File: src/rtl/elbeth_fetch_unit_pkg.sv
// Shared definitions for the Elbeth instruction-fetch stage: NOP encoding,
// fetch exception codes, FSM states and the IF/ID slot record.
package elbeth_fetch_unit_pkg;

    localparam logic [31:0] NOP = 32'h0000_0013;

    typedef enum logic [3:0] {
        EXC_NONE      = 4'd0,
        EXC_IMISALIGN = 4'd1,
        EXC_IBUS      = 4'd2
    } exc_src_e;

    typedef enum logic [1:0] {
        FETCH = 2'd0,
        HOLD  = 2'd1,
        ABORT = 2'd2
    } fetch_state_e;

    typedef struct packed {
        logic [31:0] instr;
        logic [31:0] pc;
        logic        exc;
        exc_src_e    src;
    } if_slot_t;

    localparam if_slot_t EMPTY_SLOT = '{instr: NOP, pc: '0, exc: 1'b0, src: EXC_NONE};

    function automatic logic [31:0] pc_plus4(input logic [31:0] pc);
        return pc + 32'd4;
    endfunction

endpackage

File: src/rtl/elbeth_fetch_unit.sv
// Instruction-fetch stage: owns the PC, drives the instruction memory port
// and presents one slot per cycle to the IF/ID register.
module elbeth_fetch_unit
    import elbeth_fetch_unit_pkg::*;
#(
    parameter logic [31:0] RESET_VECTOR = 32'h0000_0000
) (
    input  logic        clk,
    input  logic        rst,
    output logic [31:0] imem_addr,
    output logic        imem_req,
    input  logic        imem_ready,
    input  logic [31:0] imem_rdata,
    input  logic        imem_error,
    input  logic        ex_branch_taken,
    input  logic [31:0] ex_branch_target,
    input  logic        ctrl_except_redirect,
    input  logic [31:0] ctrl_except_pc,
    input  logic        ctrl_stall,
    output logic [31:0] if_instruction,
    output logic [31:0] if_pc,
    output logic        if_except,
    output logic [3:0]  if_except_src,
    output logic        if_stall_req
);

    fetch_state_e state_q, state_d;
    logic [31:0]  pc_q, pc_d;
    logic [31:0]  abort_addr_q, abort_addr_d;
    if_slot_t     hold_q, hold_d;

    logic         redirect;
    logic [31:0]  redirect_target;
    logic         aligned;
    logic         fetch_req;
    logic         completion;
    if_slot_t     fetch_slot;
    if_slot_t     out_slot;

    always_comb begin
        redirect        = ctrl_except_redirect | ex_branch_taken;
        redirect_target = ctrl_except_redirect ? ctrl_except_pc : ex_branch_target;
        aligned         = (pc_q[1:0] == 2'b00);
        fetch_req       = (state_q == FETCH) && aligned;
        // A misaligned pc completes immediately without touching the bus.
        completion      = (state_q == FETCH) && (!aligned || imem_ready);

        fetch_slot = '{instr: imem_rdata, pc: pc_q, exc: 1'b0, src: EXC_NONE};
        if (!aligned) begin
            fetch_slot = '{instr: NOP, pc: pc_q, exc: 1'b1, src: EXC_IMISALIGN};
        end else if (imem_error) begin
            fetch_slot = '{instr: NOP, pc: pc_q, exc: 1'b1, src: EXC_IBUS};
        end
    end

    always_ff @(posedge clk or negedge rst) begin
        if (!rst) begin
            state_q      <= FETCH;
            pc_q         <= RESET_VECTOR;
            abort_addr_q <= '0;
            hold_q       <= EMPTY_SLOT;
        end else begin
            state_q      <= state_d;
            pc_q         <= pc_d;
            abort_addr_q <= abort_addr_d;
            hold_q       <= hold_d;
        end
    end

    always_comb begin
        state_d      = state_q;
        pc_d         = pc_q;
        abort_addr_d = abort_addr_q;
        hold_d       = hold_q;

        unique case (state_q)
            FETCH: begin
                if (redirect) begin
                    pc_d = redirect_target;
                    // The outstanding request cannot be withdrawn; drain it first.
                    if (fetch_req && !imem_ready) begin
                        abort_addr_d = pc_q;
                        state_d      = ABORT;
                    end
                end else if (completion) begin
                    if (ctrl_stall) begin
                        hold_d  = fetch_slot;
                        state_d = HOLD;
                    end else begin
                        pc_d = pc_plus4(pc_q);
                    end
                end
            end
            HOLD: begin
                if (redirect) begin
                    pc_d    = redirect_target;
                    hold_d  = EMPTY_SLOT;
                    state_d = FETCH;
                end else if (!ctrl_stall) begin
                    pc_d    = pc_plus4(pc_q);
                    state_d = FETCH;
                end
            end
            ABORT: begin
                if (redirect) begin
                    pc_d = redirect_target;
                end
                if (imem_ready) begin
                    state_d = FETCH;
                end
            end
            default: begin
                state_d = FETCH;
            end
        endcase
    end

    // Outputs are forced quiet while reset is held, independent of the clock.
    always_comb begin
        imem_req     = 1'b0;
        imem_addr    = '0;
        out_slot     = EMPTY_SLOT;
        if_stall_req = 1'b0;

        if (rst) begin
            unique case (state_q)
                FETCH: begin
                    imem_req     = fetch_req;
                    imem_addr    = pc_q;
                    if_stall_req = !completion;
                    if (completion) begin
                        out_slot = fetch_slot;
                    end
                end
                HOLD: begin
                    out_slot = hold_q;
                end
                ABORT: begin
                    imem_req     = 1'b1;
                    imem_addr    = abort_addr_q;
                    if_stall_req = 1'b1;
                end
                default: begin
                    out_slot = EMPTY_SLOT;
                end
            endcase

            if (redirect) begin
                out_slot     = EMPTY_SLOT;
                if_stall_req = 1'b0;
            end
        end

        if_instruction = out_slot.instr;
        if_pc          = out_slot.pc;
        if_except      = out_slot.exc;
        if_except_src  = out_slot.src;
    end

endmodule

File: config.mk
export PLATFORM = sky130hd
export DESIGN_NAME = elbeth_fetch_unit
export DESIGN_NICKNAME = d
export VERILOG_FILES = /design/src/rtl/elbeth_fetch_unit_pkg.sv /design/src/rtl/elbeth_fetch_unit.sv
export SDC_FILE = /design/constraint.sdc
export NUM_CORES = 1
export LEC_CHECK = 0
export ABC_AREA = 1
export CELL_PAD_IN_SITES_DETAIL_PLACEMENT = 2
export CELL_PAD_IN_SITES_GLOBAL_PLACEMENT = 2
export CORE_ASPECT_RATIO = 1.2
export CORE_MARGIN = 3
export CORE_UTILIZATION = 29
export DETAILED_ROUTE_END_ITERATION = 16
export PLACE_DENSITY_LB_ADDON = 0.12
export SLEW_MARGIN = 20
export SYNTH_ARGS = -nofsm -noshare
export SYNTH_HDL_FRONTEND = slang
export SYNTH_SLANG_ARGS = --single-unit
File: constraint.sdc
create_clock -name clk -period 4.93 [get_ports clk]
set_clock_uncertainty 0.15 [all_clocks]
set_input_delay 1.479 -clock clk [delete_from_list [all_inputs] [get_ports clk]]
set_output_delay 1.479 -clock clk [all_outputs]
set_load 0.01 [all_outputs]
* After elaboration in Yosys (flattened, before gate mapping)
Index checks and enable logic that the tools add are counted.
Storage, ports and cells: output and inout bits 103, flip-flop bits (word level) 135, input bits 103
Cells by class: reduce and logical (&&, ||, !) cells 15, eq/ne operators 12, add/subtract/negate cells 1, bitwise logic cells 1, mux-type cells 33
Operators by type and width (number):
- $mux 69 | 9
- $pmux 69 s2 | 2
- $mux 32 | 7
- $pmux 32 s3 | 1
- $pmux 32 s2 | 1
- $add 32x3->32 const B | 1
- $mux 2 | 7
- $ne 2x2->1 const B | 6
- $reduce_and 5->1 | 2
- $ne 3x3->1 const B | 3
- $pmux 2 s3 | 1
- $reduce_and 3->1 | 2
- $logic_not 2->1 | 2
- $pmux 1 s2 | 2
- $logic_and 1x1->1 | 3
- $logic_not 1->1 | 3
- $mux 1 | 3
- $ne 3x2->1 const B | 1
- $reduce_bool 3->1 | 1
- $eq 2x1->1 const B | 1
- $eq 2x2->1 const B | 1
- $reduce_bool 2->1 | 1
- $logic_or 1x1->1 | 1
- $or 1x1->1 | 1

* Longest topological paths before layout
Gate-level depths: netlist of the first run.
word-level depth 8, mapped depth 11, mapped depth without buffers 10

* Worst setup path after synthesis of the first run
No wires, ideal clock.
path kind input to output, start point in ctrl_except_redirect, end point out if_instruction[21], arrival 2624 ps, setup slack 677 ps, required time 3301 ps, stages on the path 9, cells stage by stage buf_2 nor2_4 inv_2 nor2_1 inv_1 nor2_1 inv_2 clkbuf_1 nor2_1
On the way: longest elaborated chain between the ends 3
Ends and longest elaborated chain:
- start: declaration | line elbeth_fetch_unit.sv:17 | input logic ctrl_except_redirect,
- $or 1x1->1 | line elbeth_fetch_unit.sv:41 | redirect = ctrl_except_redirect | ex_branch_taken;
- $mux 69 | line elbeth_fetch_unit.sv:148 | if (redirect) begin
- $mux 69 | line elbeth_fetch_unit.sv:125 | if (rst) begin
- end: declaration | line elbeth_fetch_unit.sv:20 | output logic [31:0] if_instruction,
No other way between the ends.

* Worst setup path in the final report of the first run
start point in imem_ready, end point out if_stall_req
On the way: longest elaborated chain between the ends 6
Ends and longest elaborated chain:
- start: declaration | line elbeth_fetch_unit.sv:12 | input logic imem_ready,
- $logic_or 1x1->1 | line elbeth_fetch_unit.sv:46 | completion = (state_q == FETCH) && (!aligned || imem_ready);
- $logic_and 1x1->1 | line elbeth_fetch_unit.sv:46
- $logic_not 1->1 | line elbeth_fetch_unit.sv:130 | if_stall_req = !completion;
- $pmux 1 s2 | line elbeth_fetch_unit.sv:126 | unique case (state_q)
- $mux 1 | line elbeth_fetch_unit.sv:148
- $mux 1 | line elbeth_fetch_unit.sv:125
- end: declaration | line elbeth_fetch_unit.sv:24 | output logic if_stall_req
No other way between the ends.

==> run summary, run 1 <==
The worst-skew pair later-pin latency was 430 ps. TritonCTS built the clock tree. The total placed instance area was 10450 um^2; the number of I/O port buffers was 203.

In this run the critical register-to-register path is captured at hold_q[45]. The run gives 27170 um^2 as the placeable core region. After the last flow step, the layout net total stands at 1445.

The run gives 66 as the row count. In this run the power density over the cells is 497.7 nW/um^2. Summing every instance area after synthesis gives 8013 um^2.

The die is 157.7 um wide. The number of cells traversed by the worst register-to-register path is 8, and the required time at the worst-slack endpoint is 3300 ps. The critical path contains buffers and inverters numbering 3 combined.

The logs give 0 for the final count of pins violating max slew and 8592 for the total number of vias. The path length in cells of the critical path was 8. The weighted congestion at the end of routability-driven global placement is 0.8036. The peak per-stage delay on the critical path was 560 ps; the maximum level of the CTS H-tree was 4.

The worst setup path is launched from an input port. The proportion of layout cells with a drive suffix above 1 came out at 9.675%. The async set or reset register ratio after synthesis came out at 100.0%.

The final critical path takes up 97.32% of the cycle. The total CTS buffers came out at 17. The flop and latch count out of synthesis is 133, and the clock period minus worst slack is 4798 ps. VDD sags by at most 0.3126 mV. Clock-pin slew was measured on the worst setup and hold paths at 60 ps. The transition time at the pin with the least slew margin was 798.2 ps; the worst-path maximum fanout was 3. The most frequent cell on the critical path is sky130_fd_sc_hd__nand2_1. The worst hold path belongs to the class reg -> reg. The critical path starts at imem_ready. The library cell used most frequently in the layout, excluding fill and tap cells, is sky130_fd_sc_hd__nand2_1.

Pin placement for this block handled 206 I/O pins. The first global-routing pass estimated 53160 um of wire. The tools report the violation count after the first detailed-routing iteration as 518. The proportion of netlist area held by the largest area contributor is 40.60%, and the routed wire length is 33020 um. Of all cell types, the one taking the most synthesized area is sky130_fd_sc_hd__dfrtp_1.

The tools report the timing endpoint of the critical path as if_stall_req. At the worst endpoint, the arrival time is 3170 ps. The post-detailed-route count of antenna-violating nets is 0, and the average cell area after synthesis is 6.943 um^2.

For the reported leakage power, the log shows 5.007 nW. The logs give 2 for the largest buffer count on any clock path and 0 for the number of remaining DRC errors. The combined global-route utilization of all metal layers came out at 22.74%.

The maximum clock rate came out at 0.2084 GHz. By area the synthesized netlist is led by sky130_fd_sc_hd__dfrtp_1 41%, sky130_fd_sc_hd__nand2_1 16%, sky130_fd_sc_hd__nor2_1 8.5%. The tools report the number of antenna violations at the first check in global routing as 0.

The logs give 0 for the max-cap violation count and 29.49% for the initial cell density of the core. Setup total negative slack on the finished layout was measured at 0 ps. Synthesis produced 1154 cells. Summing the sequential cell areas from Yosys gives 41.58% of the chip area.

The die covers 29670 um^2. Dividing the detail-routed wire length by the instance count gives 19.49 um. The tools report the register-to-register setup slack as 1900 ps. The tree is rooted in a sky130_fd_sc_hd__clkbuf_16. The area growth from synthesis to final layout is 37.35%, and the ratio of routed vias to standard cells is 5.072. The run gives 0 as the total of endpoints with negative setup slack in the final report. The cell family contributing the most delay on the critical path is buffers and inverters. The tools report the startpoint of the worst-slack reg-to-reg timing path as state_q[0]. Among all flip-flop cells after synthesis, the most frequent one is sky130_fd_sc_hd__dfrtp_1. The library cells used most frequently in the layout, excluding fill and tap cells, are 348 x sky130_fd_sc_hd__nand2_1, 179 x sky130_fd_sc_hd__nor2_1, 136 x sky130_fd_sc_hd__clkdlybuf4s50_1. The tools report the headroom to the max-slew limit as 46.78%.

The number of failing hold endpoints at the final stage is 0, and the final design instance area without fill is 11010 um^2. Number of enable-type register cells in the synthesized netlist: 0. The sum of overflow across all layers after global routing is 0. Entering global routing, the biggest net connects 134 pins. Walking the worst path, the cells encountered are clkdlybuf4s50_1 -> nor2_4 -> buf_4 -> nand2_1 -> nand2_1 -> nand2_1 -> nor2_1 -> clkdlybuf4s50_1. For this run, the detailed router's first-pass iteration total came to 6. Standard cell with the maximum stage delay on the critical path: sky130_fd_sc_hd__clkdlybuf4s50_1. The critical path is of the in -> out type. In this run the vertical extent of the chip is 188.1 um. The via count of the first global-routing pass came out at 9271.

The antenna cell count was 0. The unique cell type count in the Yosys netlist was 34. Yosys printed 0 warnings. The run finished with clean final reports.

The clock drives 133 sinks. The number of hold buffers added after CTS was 0. STA classifies the critical path endpoint as an output port.

Once detailed placement completed, the half-perimeter wirelength came to 23670 um.
-- Yosys cell counts (all sizes together) (2+ instances only) --
cell type and n:
nor3 2, xor2 4, and2 2, nand2 350
clkinv 2, or2 4, dfrtp 130, a21oi 83
nor2 194, mux2i 4, nand4 2, a22oi 30
dfstp 3, buf 42, nand3 60, o211ai 9
o21ai 139, inv 59, clkbuf 32
-- worst register-to-register path, cell delays in order (launching register included) --
cell and delay (ps):
sky130_fd_sc_hd__dfrtp_1 470, sky130_fd_sc_hd__inv_2 130, sky130_fd_sc_hd__nor2_4 110, sky130_fd_sc_hd__buf_4 510
sky130_fd_sc_hd__inv_2 140, sky130_fd_sc_hd__o21ai_4 550, sky130_fd_sc_hd__buf_4 630, sky130_fd_sc_hd__nand2_1 160
sky130_fd_sc_hd__o21ai_1 110
-- layer usage --
metal | vias to the layer above | GRT usage (%) | routed length (um)
met4 | 0 | 4.975 | 405
met2 | 180 | 38.85 | 16320
met3 | 20 | 3.070 | 1164
met1 | 4282 | 30.54 | 15140
li1 | 4110 | - | -
met5 | - | 0 | 0
-- power by group --
group / internal (mW) / total [mW] / leakage, nW / switching, mW
Combinational: 0.813 / 2.28 / 3.06 / 1.47
Clock: 0.821 / 1.34 / 0.284 / 0.523
Sequential: 1.49 / 1.85 / 1.66 / 0.358
-- sequential cells by signal, indices dropped and copies added, names as in the netlist --
register,flops
hold_q,67
abort_addr_q,32
pc_q,32
state_q,2
-- cells by family after synthesis --
group / synth area share [%]
flops: 41.58
fa+ha+maj: 0.1561
simple gates: 30.98
xor+xnor: 0.4372
buf+inv: 7.699
mux: 0.4997
other cells: 0.04680
compound gates: 18.60
-- cell type report --
type / count / area [um^2]
Fill cell: 3212 / 16160
Multi-Input combinational cell: 887 / 4088
Sequential cell: 133 / 3332
Timing Repair Buffer: 241 / 2321
Clock buffer: 20 / 456.7
Tap cell: 340 / 425.4
Inverter: 61 / 231.5
Clock inverter: 12 / 151.4
-- per-stage QoR --
step	util (%)	hold slack [ps]	cells	setup slack [ps]	power, mW
2_1_floorplan	-	301.6	1155	677.3	3.173
3_3_place_gp	38.45	313.4	1659	-104.1	4.102
3_5_place_dp	38.45	322.9	1659	-219.9	4.195
4_1_cts	40.44	338.2	1692	74.58	5.556
5_1_grt	40.51	362.7	1694	-3.182	5.912
6_report	40.51	336.4	1694	132.2	5.478
-- how the worst min path moves through the flow --
stage | from | endpoint | slack (ps) | cells past startpoint
floorplan | hold_q[37] | hold_q[37] | 300 | 2
global placement | hold_q[38] | hold_q[38] | 310 | 2
detailed placement | hold_q[7] | hold_q[7] | 320 | 2
CTS | hold_q[7] | hold_q[7] | 340 | 2
global route | abort_addr_q[6] | abort_addr_q[6] | 360 | 2
finish | abort_addr_q[12] | abort_addr_q[12] | 340 | 2
-- timing repair --
action / 4_1_cts / 5_1_grt
setup endpoints to repair: 61 / 29
buffers inserted: 1 / 2
resized for setup: 62 / 23
endpoints found under the hold margin: 0 / 0
Power figures use the tool's default switching activity.
==> inputs of run 2 (changes only) <==
--- a/config.mk
+++ b/config.mk
@@ -13,6 +13,7 @@
 export CORE_UTILIZATION = 29
 export DETAILED_ROUTE_END_ITERATION = 16
 export PLACE_DENSITY_LB_ADDON = 0.12
+export REMOVE_ABC_BUFFERS = 1
 export SLEW_MARGIN = 20
 export SYNTH_ARGS = -nofsm -noshare
 export SYNTH_HDL_FRONTEND = slang
==> run 2 against run 1 <==
Die area did not move; highest routed layer unchanged; cell area increased by 1.6%; total power is 0.18% higher; hold slack lost 6.4 ps; sequential share of layout area down 0.48 points; flip-flop and latch count is the same; largest cell class unchanged; core utilization rose by 0.65 points; clock power barely moved; critical endpoint is now if_instruction[0]; clock-buffer cell count fell by 2.
==> run summary, run 2 (synthesized netlist as in run 1, its figures left out) <==
The run gives 23.25% (+0.51 points) as the combined global-route utilization of all metal layers. The post-CTS setup-driven buffer insertion count came out at 0 (-1). The clock period minus worst slack was 4758 ps (-39.99 ps); the final period utilization was 96.51% (-0.81 points).

The tools report the maximum level of the CTS H-tree as 4 (unchanged). In this run the worst hold path is classified as reg -> reg. Relative to the synthesized area, the layout overhead comes to 39.57%. The logs give 0 (unchanged) for the sum of overflow across all layers after global routing and 0.2102 GHz (+0.84%) for the maximum clock rate.

The transition time at the pin with the least slew margin is 1054 ps (+256.2 ps). The logs give 17 (unchanged) for the total CTS buffers and 15060 um (-0.48%) for the detailed-routing wirelength on met1. Signal routing reaches up to met4. Largest buffer count on any clock path: 2 (unchanged). The wire length on met3 came out at 868 um (-25%). TritonCTS built the clock tree.

For the row count, the log shows 66 (unchanged). The number of cells traversed by the worst register-to-register path works out to 7 (-1). The largest registers in the layout are hold_q: 67 flops, abort_addr_q: 32 flops, pc_q: 32 flops. The ratio of routed vias to standard cells was 5.089 (+0.33%); the peak supply drop was 0.2358 mV (-25%). The post-detailed-route count of antenna-violating nets was 0 (unchanged). The sum of met2 wire segment lengths after detailed routing is 17730 um (+8.6%).

The height of the die came out at 188.1 um (unchanged). The top cell types in the final layout, fill and taps aside, are 346 x sky130_fd_sc_hd__nand2_1, 179 x sky130_fd_sc_hd__nor2_1, 139 x sky130_fd_sc_hd__clkdlybuf4s50_1. The tools report the launching element type of the critical path as an input port. The horizontal extent of the die was 157.7 um (unchanged); the headroom to the max-slew limit was 29.70% (-17 points). Via count of the first global-routing pass: 9646 (+4.0%). The power density of the placed cells is 490.7 nW/um^2 (-1.4%), and the max-cap violation count is 0 (unchanged). The total number of nets in the final design is 1468 (+1.6%), and the reported leakage power is 5.120 nW (+2.3%). The critical path is of the in -> out type. The clock transition at the registers of the reported paths came out at 70 ps (about the same).

The total of endpoints with negative setup slack in the final report was 0 (unchanged); the tightest hold margin was 330.1 ps (-6.378 ps). The flow ran to the end, and the final reports show no timing, DRC or antenna violations. The number of I/O port buffers was 203 (unchanged); the number of antenna violations at the first check in global routing was 0 (unchanged).

Data arrival time at the worst-slack endpoint: 3130 ps (-40 ps). The run gives 5 (-1) as the detailed-router iteration count before antenna repair. The first-pass GRT wire length came out at 54310 um (+2.2%). Kind of capture point of the worst setup path: an output port. The antenna cell count is 0 (unchanged).

For the pin count of the biggest net entering global routing, the log shows 73 (-46%). The worst-skew pair later-pin latency was 430 ps (about the same). The proportion of layout cells with a drive suffix above 1 was 11.04% (+1.4 points). The tools report the total number of vias as 8737 (+1.7%). For the weighted congestion at the end of routability-driven global placement, the log shows 0.7726 (-3.9%).

The worst-path maximum fanout works out to 6 (+3). The placeable core region came out at 27170 um^2 (unchanged). For the initial cell density of the core, the log shows 29.49% (unchanged). The clock tree root buffer cell is sky130_fd_sc_hd__clkbuf_16.

The tools report the final count of pins violating max slew as 0 (unchanged). Register name with the most flops: hold_q. The logs give 339 (-35%) for the violation count after the first detailed-routing iteration and 29670 um^2 (unchanged) for the die area.

The library cell used most frequently in the layout, excluding fill and tap cells, is sky130_fd_sc_hd__nand2_1. Setup repair after global routing left no endpoint under its margin. The tools report the sum of net half-perimeters after detailed placement as 23800 um (+0.54%).

The count of clock tree sinks is 133 (unchanged). The routed wire length was 34060 um (+3.1%); the number of remaining DRC errors was 0 (unchanged). The required time at the worst-slack endpoint came out at 3300 ps (about the same). The number of failing hold endpoints at the final stage was 0 (unchanged); the wire length per cell after detailed routing was 19.84 um (+1.8%).

The worst hold path depth is 2 (unchanged), and the flip-flop count of the largest register after layout is 67 (unchanged). The final cell utilization of the core was 41.16% (+0.65 points). The tools report the I/O pin total as 206 (unchanged).
[run 2: repair_timing]
item / in CTS / in global routing
hold buffers: 0 / 0
gates resized for setup: 63 / 0
setup endpoints to repair: 61 / 0
[run 2: routing by layer]
metal | up-vias | GRT usage, %
met3 | 26 | 2.724
li1 | 4160 | -
met5 | - | 0
met2 | 153 | 42.18
met1 | 4398 | 29.59
met4 | 0 | 4.441
[run 2: stage by stage]
stage | power [mW] | cell area (um^2) | setup WS (ps) | TNS (ps) | cells
finish | 5.487 | 11180 | 172.2 | 0 | 1717
global route | 5.899 | 11180 | 29.94 | 0 | 1717
CTS | 5.559 | 11180 | 145.7 | 0 | 1717
detailed placement | 4.214 | 10650 | -111.4 | -3893 | 1685
global placement | 4.135 | 10650 | -52.76 | -1841 | 1685
floorplan | 3.014 | 7631 | 218.7 | 0 | 1081
[run 2: path summary, 6_finish.rpt]
path | slack, ps | to | start
min in group asynchronous | 1030 | hold_q[50] | rst
hold / removal | 330 | hold_q[37] | hold_q[37]
hold reg to reg | 330 | hold_q[37] | hold_q[37]
setup reg to reg | 2060 | hold_q[23] | state_q[1]
max in group asynchronous | 2230 | pc_q[20] | rst
setup / recovery | 170 | if_instruction[0] | imem_error
[run 2: power breakdown]
part	internal (mW)	total (mW)	switching, mW
registers	1.49	1.83	0.338
clock network	0.801	1.34	0.542
logic	0.829	2.31	1.48
[run 2: layout make-up]
type,instances,area [um^2]
Tap cell,340,425.4
Clock buffer,18,429.2
Multi-Input combinational cell,887,4103
Timing Repair Buffer,264,2487
Sequential cell,133,3332
Fill cell,3238,15990
Clock inverter,14,175.2
Inverter,61,231.5
[run 2: critical path, cell delays in order]
cell and delay [ps]:
sky130_fd_sc_hd__clkdlybuf4s50_1 440, sky130_fd_sc_hd__buf_4 170, sky130_fd_sc_hd__nor2_1 130, sky130_fd_sc_hd__nand2_1 80, sky130_fd_sc_hd__o21ai_0 200, sky130_fd_sc_hd__o211ai_1 130, sky130_fd_sc_hd__clkdlybuf4s50_1 490
